<file path="src/rtl/spill_aligner_if.sv">
// Fetch-side bundle for the spill aligner: IFU/decode inputs and the merged-instruction outputs.
// The master drives fetch inputs (IFU model or bench); the slave is the aligner itself.
interface spill_aligner_if #(
    parameter int XLEN = 32,
    parameter int CNTW = 32
);
    logic            StallD;
    logic            FlushD;
    logic [XLEN-1:0] PCF;
    logic [XLEN-1:0] PCNextF;
    logic [31:0]     InstrRawF;
    logic            IFUCacheBusStallF;
    logic            ITLBMissF;
    logic            InstrAccessFaultF;
    logic            CacheableF;
    logic [XLEN-1:0] PCSpillNextF;
    logic [XLEN-1:0] PCSpillF;
    logic            SelSpillNextF;
    logic [31:0]     PostSpillInstrRawF;
    logic            CompressedF;
    logic            SpillFaultF;
    logic [CNTW-1:0] SpillCount;

    modport master (
        output StallD, FlushD, PCF, PCNextF, InstrRawF, IFUCacheBusStallF,
               ITLBMissF, InstrAccessFaultF, CacheableF,
        input  PCSpillNextF, PCSpillF, SelSpillNextF, PostSpillInstrRawF,
               CompressedF, SpillFaultF, SpillCount
    );

    modport slave (
        input  StallD, FlushD, PCF, PCNextF, InstrRawF, IFUCacheBusStallF,
               ITLBMissF, InstrAccessFaultF, CacheableF,
        output PCSpillNextF, PCSpillF, SelSpillNextF, PostSpillInstrRawF,
               CompressedF, SpillFaultF, SpillCount
    );
endinterface

</file>
<file path="src/rtl/spill_aligner.sv">
// Joins a 32-bit instruction that straddles a line (cacheable) or bus word (uncached)
// boundary by fetching the upper halfword in a second access and merging it.
//
// state | meaning
// READY | normal fetch, output is the raw fetch word
// SPILL | second-half fetch outstanding or returning this cycle
// HOLD  | merged instruction held while decode is stalled
module spill_aligner #(
    parameter int XLEN      = 32,
    parameter int LINEBYTES = 64,
    parameter int BUSBYTES  = XLEN / 8,
    parameter int CNTW      = 32
) (
    input logic            clk,
    input logic            reset,
    spill_aligner_if.slave bus
);
    localparam int LW = $clog2(LINEBYTES);
    localparam int BW = $clog2(BUSBYTES);

    typedef enum logic [1:0] {READY, SPILL, HOLD} state_t;

    state_t          state, state_next;
    logic [15:0]     first_half;
    logic [XLEN-1:0] spill_pc;
    logic [31:0]     held_instr;
    logic            held_fault;
    logic [CNTW-1:0] spill_count;

    logic [XLEN-1:0] pc_plus2;
    logic            spill_f;
    logic            early_comp;
    logic            data_stall;
    logic            take_spill;
    logic [31:0]     merged_instr;
    logic            spill_fault_now;
    logic            sel_spill_next;
    logic            capture_first;
    logic            capture_hold;
    logic [31:0]     post_instr;

    assign pc_plus2        = bus.PCF + XLEN'(2);
    assign spill_f         = bus.CacheableF ? (&bus.PCF[LW-1:1]) : (&bus.PCF[BW-1:1]);
    assign early_comp      = (bus.InstrRawF[1:0] != 2'b11);
    assign data_stall      = bus.IFUCacheBusStallF | bus.ITLBMissF;
    assign take_spill      = spill_f & ~early_comp & ~data_stall & ~bus.InstrAccessFaultF;
    assign merged_instr    = {bus.InstrRawF[15:0], first_half};
    assign spill_fault_now = bus.InstrAccessFaultF & ~bus.IFUCacheBusStallF;

    always_comb begin
        state_next     = state;
        sel_spill_next = 1'b0;
        capture_first  = 1'b0;
        capture_hold   = 1'b0;
        case (state)
            READY: begin
                sel_spill_next = take_spill;
                if (take_spill) begin
                    state_next    = SPILL;
                    capture_first = 1'b1;
                end
            end
            SPILL: begin
                if (data_stall) begin
                    sel_spill_next = 1'b1;
                end else if (bus.StallD) begin
                    state_next   = HOLD;
                    capture_hold = 1'b1;
                end else begin
                    state_next = READY;
                end
            end
            HOLD: begin
                if (!bus.StallD) state_next = READY;
            end
            default: state_next = READY;
        endcase
        // Flush overrides everything, including captures that would otherwise happen.
        if (bus.FlushD) begin
            state_next    = READY;
            capture_first = 1'b0;
            capture_hold  = 1'b0;
        end
    end

    always_ff @(posedge clk or posedge reset) begin
        if (reset) begin
            state       <= READY;
            first_half  <= '0;
            spill_pc    <= '0;
            held_instr  <= '0;
            held_fault  <= 1'b0;
            spill_count <= '0;
        end else begin
            state <= state_next;
            if (capture_first) begin
                first_half <= bus.InstrRawF[15:0];
                spill_pc   <= pc_plus2;
                if (spill_count != {CNTW{1'b1}}) spill_count <= spill_count + CNTW'(1);
            end
            if (capture_hold) begin
                held_instr <= merged_instr;
                held_fault <= spill_fault_now;
            end
        end
    end

    always_comb begin
        post_instr      = bus.InstrRawF;
        bus.SpillFaultF = 1'b0;
        case (state)
            SPILL: begin
                post_instr      = merged_instr;
                bus.SpillFaultF = spill_fault_now;
            end
            HOLD: begin
                post_instr      = held_instr;
                bus.SpillFaultF = held_fault;
            end
            default: begin
                post_instr      = bus.InstrRawF;
                bus.SpillFaultF = 1'b0;
            end
        endcase
    end

    assign bus.SelSpillNextF      = sel_spill_next;
    assign bus.PCSpillNextF       = (sel_spill_next & ~bus.FlushD) ? pc_plus2 : bus.PCNextF;
    assign bus.PCSpillF           = (state == READY) ? bus.PCF : spill_pc;
    assign bus.PostSpillInstrRawF = post_instr;
    assign bus.CompressedF        = (post_instr[1:0] != 2'b11);
    assign bus.SpillCount         = spill_count;
endmodule

</file>
<file path="src/flat_wrapper.sv">
// flat-port wrapper written by rule: the top's interface ports become plain ports
module spill_aligner_flat 
#(
    parameter int XLEN      = 32,
    parameter int LINEBYTES = 64,
    parameter int BUSBYTES  = XLEN / 8,
    parameter int CNTW      = 32
)
  (clk, reset, bus_StallD, bus_FlushD, bus_PCF, bus_PCNextF, bus_InstrRawF, bus_IFUCacheBusStallF, bus_ITLBMissF, bus_InstrAccessFaultF, bus_CacheableF, bus_PCSpillNextF, bus_PCSpillF, bus_SelSpillNextF, bus_PostSpillInstrRawF, bus_CompressedF, bus_SpillFaultF, bus_SpillCount);
  spill_aligner_if #(.XLEN(XLEN), .CNTW(CNTW)) bus_i ();
  input logic clk;
  input logic reset;
  input wire logic [$bits(bus_i.StallD)-1:0] bus_StallD;
  input wire logic [$bits(bus_i.FlushD)-1:0] bus_FlushD;
  input wire logic [$bits(bus_i.PCF)-1:0] bus_PCF;
  input wire logic [$bits(bus_i.PCNextF)-1:0] bus_PCNextF;
  input wire logic [$bits(bus_i.InstrRawF)-1:0] bus_InstrRawF;
  input wire logic [$bits(bus_i.IFUCacheBusStallF)-1:0] bus_IFUCacheBusStallF;
  input wire logic [$bits(bus_i.ITLBMissF)-1:0] bus_ITLBMissF;
  input wire logic [$bits(bus_i.InstrAccessFaultF)-1:0] bus_InstrAccessFaultF;
  input wire logic [$bits(bus_i.CacheableF)-1:0] bus_CacheableF;
  output wire logic [$bits(bus_i.PCSpillNextF)-1:0] bus_PCSpillNextF;
  output wire logic [$bits(bus_i.PCSpillF)-1:0] bus_PCSpillF;
  output wire logic [$bits(bus_i.SelSpillNextF)-1:0] bus_SelSpillNextF;
  output wire logic [$bits(bus_i.PostSpillInstrRawF)-1:0] bus_PostSpillInstrRawF;
  output wire logic [$bits(bus_i.CompressedF)-1:0] bus_CompressedF;
  output wire logic [$bits(bus_i.SpillFaultF)-1:0] bus_SpillFaultF;
  output wire logic [$bits(bus_i.SpillCount)-1:0] bus_SpillCount;
  assign bus_i.StallD = bus_StallD;
  assign bus_i.FlushD = bus_FlushD;
  assign bus_i.PCF = bus_PCF;
  assign bus_i.PCNextF = bus_PCNextF;
  assign bus_i.InstrRawF = bus_InstrRawF;
  assign bus_i.IFUCacheBusStallF = bus_IFUCacheBusStallF;
  assign bus_i.ITLBMissF = bus_ITLBMissF;
  assign bus_i.InstrAccessFaultF = bus_InstrAccessFaultF;
  assign bus_i.CacheableF = bus_CacheableF;
  assign bus_PCSpillNextF = bus_i.PCSpillNextF;
  assign bus_PCSpillF = bus_i.PCSpillF;
  assign bus_SelSpillNextF = bus_i.SelSpillNextF;
  assign bus_PostSpillInstrRawF = bus_i.PostSpillInstrRawF;
  assign bus_CompressedF = bus_i.CompressedF;
  assign bus_SpillFaultF = bus_i.SpillFaultF;
  assign bus_SpillCount = bus_i.SpillCount;
  spill_aligner #(.XLEN(XLEN), .LINEBYTES(LINEBYTES), .BUSBYTES(BUSBYTES), .CNTW(CNTW)) u_core (.clk(clk), .reset(reset), .bus(bus_i));
endmodule
</file>
<file path="config.mk">
export PLATFORM = sky130hd
export DESIGN_NAME = spill_aligner_flat
export DESIGN_NICKNAME = d
export VERILOG_FILES = /design/src/rtl/spill_aligner_if.sv /design/src/rtl/spill_aligner.sv /design/src/flat_wrapper.sv
export SDC_FILE = /design/constraint.sdc
export NUM_CORES = 1
export LEC_CHECK = 0
export CAP_MARGIN = 20
export CORE_UTILIZATION = 34
export CTS_CLUSTER_SIZE = 25
export DETAILED_ROUTE_END_ITERATION = 16
export MAX_ROUTING_LAYER = met4
export PLACE_DENSITY = 0.66
export SYNTH_ARGS = -nofsm -noshare
export SYNTH_HDL_FRONTEND = slang
export SYNTH_SLANG_ARGS = --single-unit
export TNS_END_PERCENT = 50
</file>
<file path="constraint.sdc">
create_clock -name clk -period 4.1 [get_ports clk]
set_clock_uncertainty 0.2 [all_clocks]
set_input_delay 0.82 -clock clk [delete_from_list [all_inputs] [get_ports clk]]
set_output_delay 0.82 -clock clk [all_outputs]
set_load 0.005 [all_outputs]
</file>
==> impl_metrics.yaml <==
synth:
  async_reset_ff_share_pct: 100
  syn-instance-count: 687
  synth_top_area_share_pct: 43.4
  ys_ff_latch: 115
  ys.flop_type: "dfrtp_1"
  synth.cell_area_sq_um: 6630
  synth_area_leaders: "dfrtp_1 (43%), mux2_2 (15%), a21oi_1 (6.7%)"
  yosys_warnings: 0
  synth-edff-count: 0
  synth_cell_types: 41
  syn_nets: 798
  syn_area_per_cell_sq_um: 9.65
  yosys.area.top_type: "dfrtp_1"
  ys_seq_area_share_pct: 43.4
power:
  power_per_cell_area_nw_per_um2: 363
  power_mw: 3.77
  seq_power_share_pct: 34.3
  power.share.clock_pct: 37.8
  cellLeakagePower_nw: 4.55
  p_sw_share_pct: 28.0
  pwr-share-comb_pct: 27.9
  ir_drop_uv: 311
  switching_power_mw: 1.05
  p_int_mw: 2.71
global_route:
  grt_max_degree: 116
  antenna_found_initial: 0
  grt_usage_pct: 20.9
  grt-ovfl-total: 0
  grt_pass1_wl_mm: 31.9
  grt_pass1_vias: 6047
worst_setup_path:
  path_class: "input pin to primary output"
  worstPathArrival_ns: 2.97
  cpMaxStageDelayCell: "clkdlybuf4s50_1"
  endpoint_kind: "primary output"
  rr_worst_depth: 9
  critPathLaunchType: "input pin"
  cp_cell_sequence: "clkdlybuf4s50_1, nand4_1, buf_4, nor4_4, buf_4, nand4_1, xnor2_1, a21oi_1, dlygate4sd2_1"
  path_max_fanout: 8
  required_ns: 3.08
  critPathMaxStageDelay_ns: 0.54
job:
  maxCapViolations: 0
timing:
  setup-violations-final: 0
  worst_pin_slew_ns: 0.765
  maxSlewHeadroom_pct: 49.0
  fin_ws_ns: 0.106
  fmaxAchievable_mhz: 250
  min_period_ns: 3.99
  hold_viol: 0
  post-route-period-util_pct: 97.4
  drv_slew: 0
floorplanning:
  rows: 50
  initial_core_util_pct: 35.1
  dieWidth_um: 142
  dieArea_sq_um: 20100
  die_y_um: 142
  ios: 235
  coreArea_sq_um: 18900
finish:
  drive_above_1_share_pct: 20.8
  postLayoutCoreUtil_pct: 54.9
  final_cell_mix: "clkdlybuf4s50_1 (198), dfrtp_1 (115), nor2_1 (106)"
  syn_to_final_growth_pct: 56.4
  fin_area_sq_um: 10400
  diodes: 0
  nNetsFinal: 1077
  final_common_cell: "clkdlybuf4s50_1"
  finalNonFillerCells: 1239
detailed_routing:
  wirelength_mm: 19.8
  drcViolationCount: 0
  dr.pass1.iters: 5
  via_per_inst: 5.03
  vias: 6231
  drtIter0Drc: 292
  wl_per_cell_um: 16.0
  ant_nets: 0
clock_tree:
  cts_buffers: 17
  htree_num_levels: 4
  clkTransAtPathRegs_ns: 0.06
  cts.sinks: 115
  clk_path_buf_depth: 2
  clock-root-buffer: "clkbuf_16"
  clk-insertion-delay-late_ns: 0.41
  cts_tree: "done"
worst_hold_path:
  min_path_type: "flop to flop"
  whs_path_depth: 1
outcome:
  status: "complete, no violations"
place:
  dpl-instance-area_sq_um: 9570
  gp_congestion: 0.821
  port_buffers: 234
  place_inst: 1193
  dp_hpwl_mm: 13.5
  post-place-ws_ns: -0.416
[state kept, by name, summed over array words and instances (netlist names)]
name and count:
u_core.state 2, u_core.first_half 16, u_core.held_instr 32, u_core.bus.SpillCount 32, u_core.spill_pc 32, u_core.held_fault 1
[logic make-up after synthesis]
| kind of cell | after synthesis | synth area share (%) |
|---|---|---|
| DFF | 115 | 43.4 |
| adders and majority gates | 7 | 1.32 |
| AOI/OAI and AO/OA | 127 | 11.1 |
| xor gates and xnor gates | 58 | 7.66 |
| and+or+nand+nor | 239 | 17.9 |
| muxes | 90 | 15.2 |
| buffers and inverters | 51 | 3.43 |
[layer usage]
layer / track usage [%] / wire (um) / up-vias
li1: - / - / 3029
met3: 5.16 / 1180 / 27
met2: 32.1 / 9180 / 198
met4: 7.30 / 422 / 0
met5: - / 0 / -
met1: 26.8 / 9060 / 2977
[timing repair]
action	4_1_cts	5_1_grt
pin swaps	3	2
buffers inserted	7	4
gates cloned	3	0
hold buffers	0	0
resized for setup	51	8
endpoints found under the setup margin	32	6
endpoints found under the hold margin	0	0
[worst paths after layout]
check	start	endpoint	slack (ns)
setup / recovery	bus_PCF[12]	bus_PCSpillNextF[29]	0.11
hold / removal	u_core.bus.SpillCount[20]$_DFFE_PP0P_	u_core.bus.SpillCount[20]$_DFFE_PP0P_	0.29
setup reg to reg	u_core.state[1]$_DFFE_PP0P_	u_core.spill_pc[10]$_DFFE_PP0P_	1.05
hold reg to reg	u_core.bus.SpillCount[20]$_DFFE_PP0P_	u_core.bus.SpillCount[20]$_DFFE_PP0P_	0.29
max in group asynchronous	reset	u_core.held_instr[12]$_DFFE_PP0P_	2.49
min in group asynchronous	reset	u_core.spill_pc[2]$_DFFE_PP0P_	0.72
[worst max-delay path: cells and delay by family]
family | cells | cell delay, ns
AOI/OAI and AO/OA | 1 | 0.21
xor gates and xnor gates | 1 | 0.17
buffers and inverters | 4 | 1.22
and+or+nand+nor | 3 | 0.53
[synth_stat cells (all sizes together) (2+ instances only)]
cell type  number
clkbuf         13
nor4           11
ha              7
nand4          25
dfrtp         115
or2             3
nor3           16
mux2i           2
nor2          106
and4            5
inv             9
and3            7
nand3b          3
xnor2          11
nand3          27
mux2           88
nor4b           2
and2            2
nand2          27
buf            29
a21oi          89
a22oi          32
xor2           47
nor3b           2
[area by class of cell]
type                    instances  area [sq um]
inverters                       9          36.3
clock buffers                  19           443
repair buffers                301          2950
well taps                     260           325
multi-input cells             522          3620
fillers                      1712          8520
flip-flops and latches        115          2880
clock inverters                13           126
[power groups by stage]
stage	clock network (mW)	registers [mW]	logic, mW
3_3_place_gp	0	1.30	1.03
4_1_cts	1.46	1.29	1.06
2_1_floorplan	0	1.29	0.452
3_5_place_dp	0	1.31	1.03
6_report	1.42	1.29	1.05
5_1_grt	1.52	1.30	1.15
[through the flow]
| stage | TNS [ns] | hold WS, ns |
|---|---|---|
| global placement | -10.61 | 0.281 |
| global route | -0.0749 | 0.317 |
| CTS | -0.0254 | 0.297 |
| detailed placement | -12.40 | 0.276 |
| floorplan | 0 | 0.257 |
| finish | 0 | 0.294 |
Power figures use the tool's default switching activity.
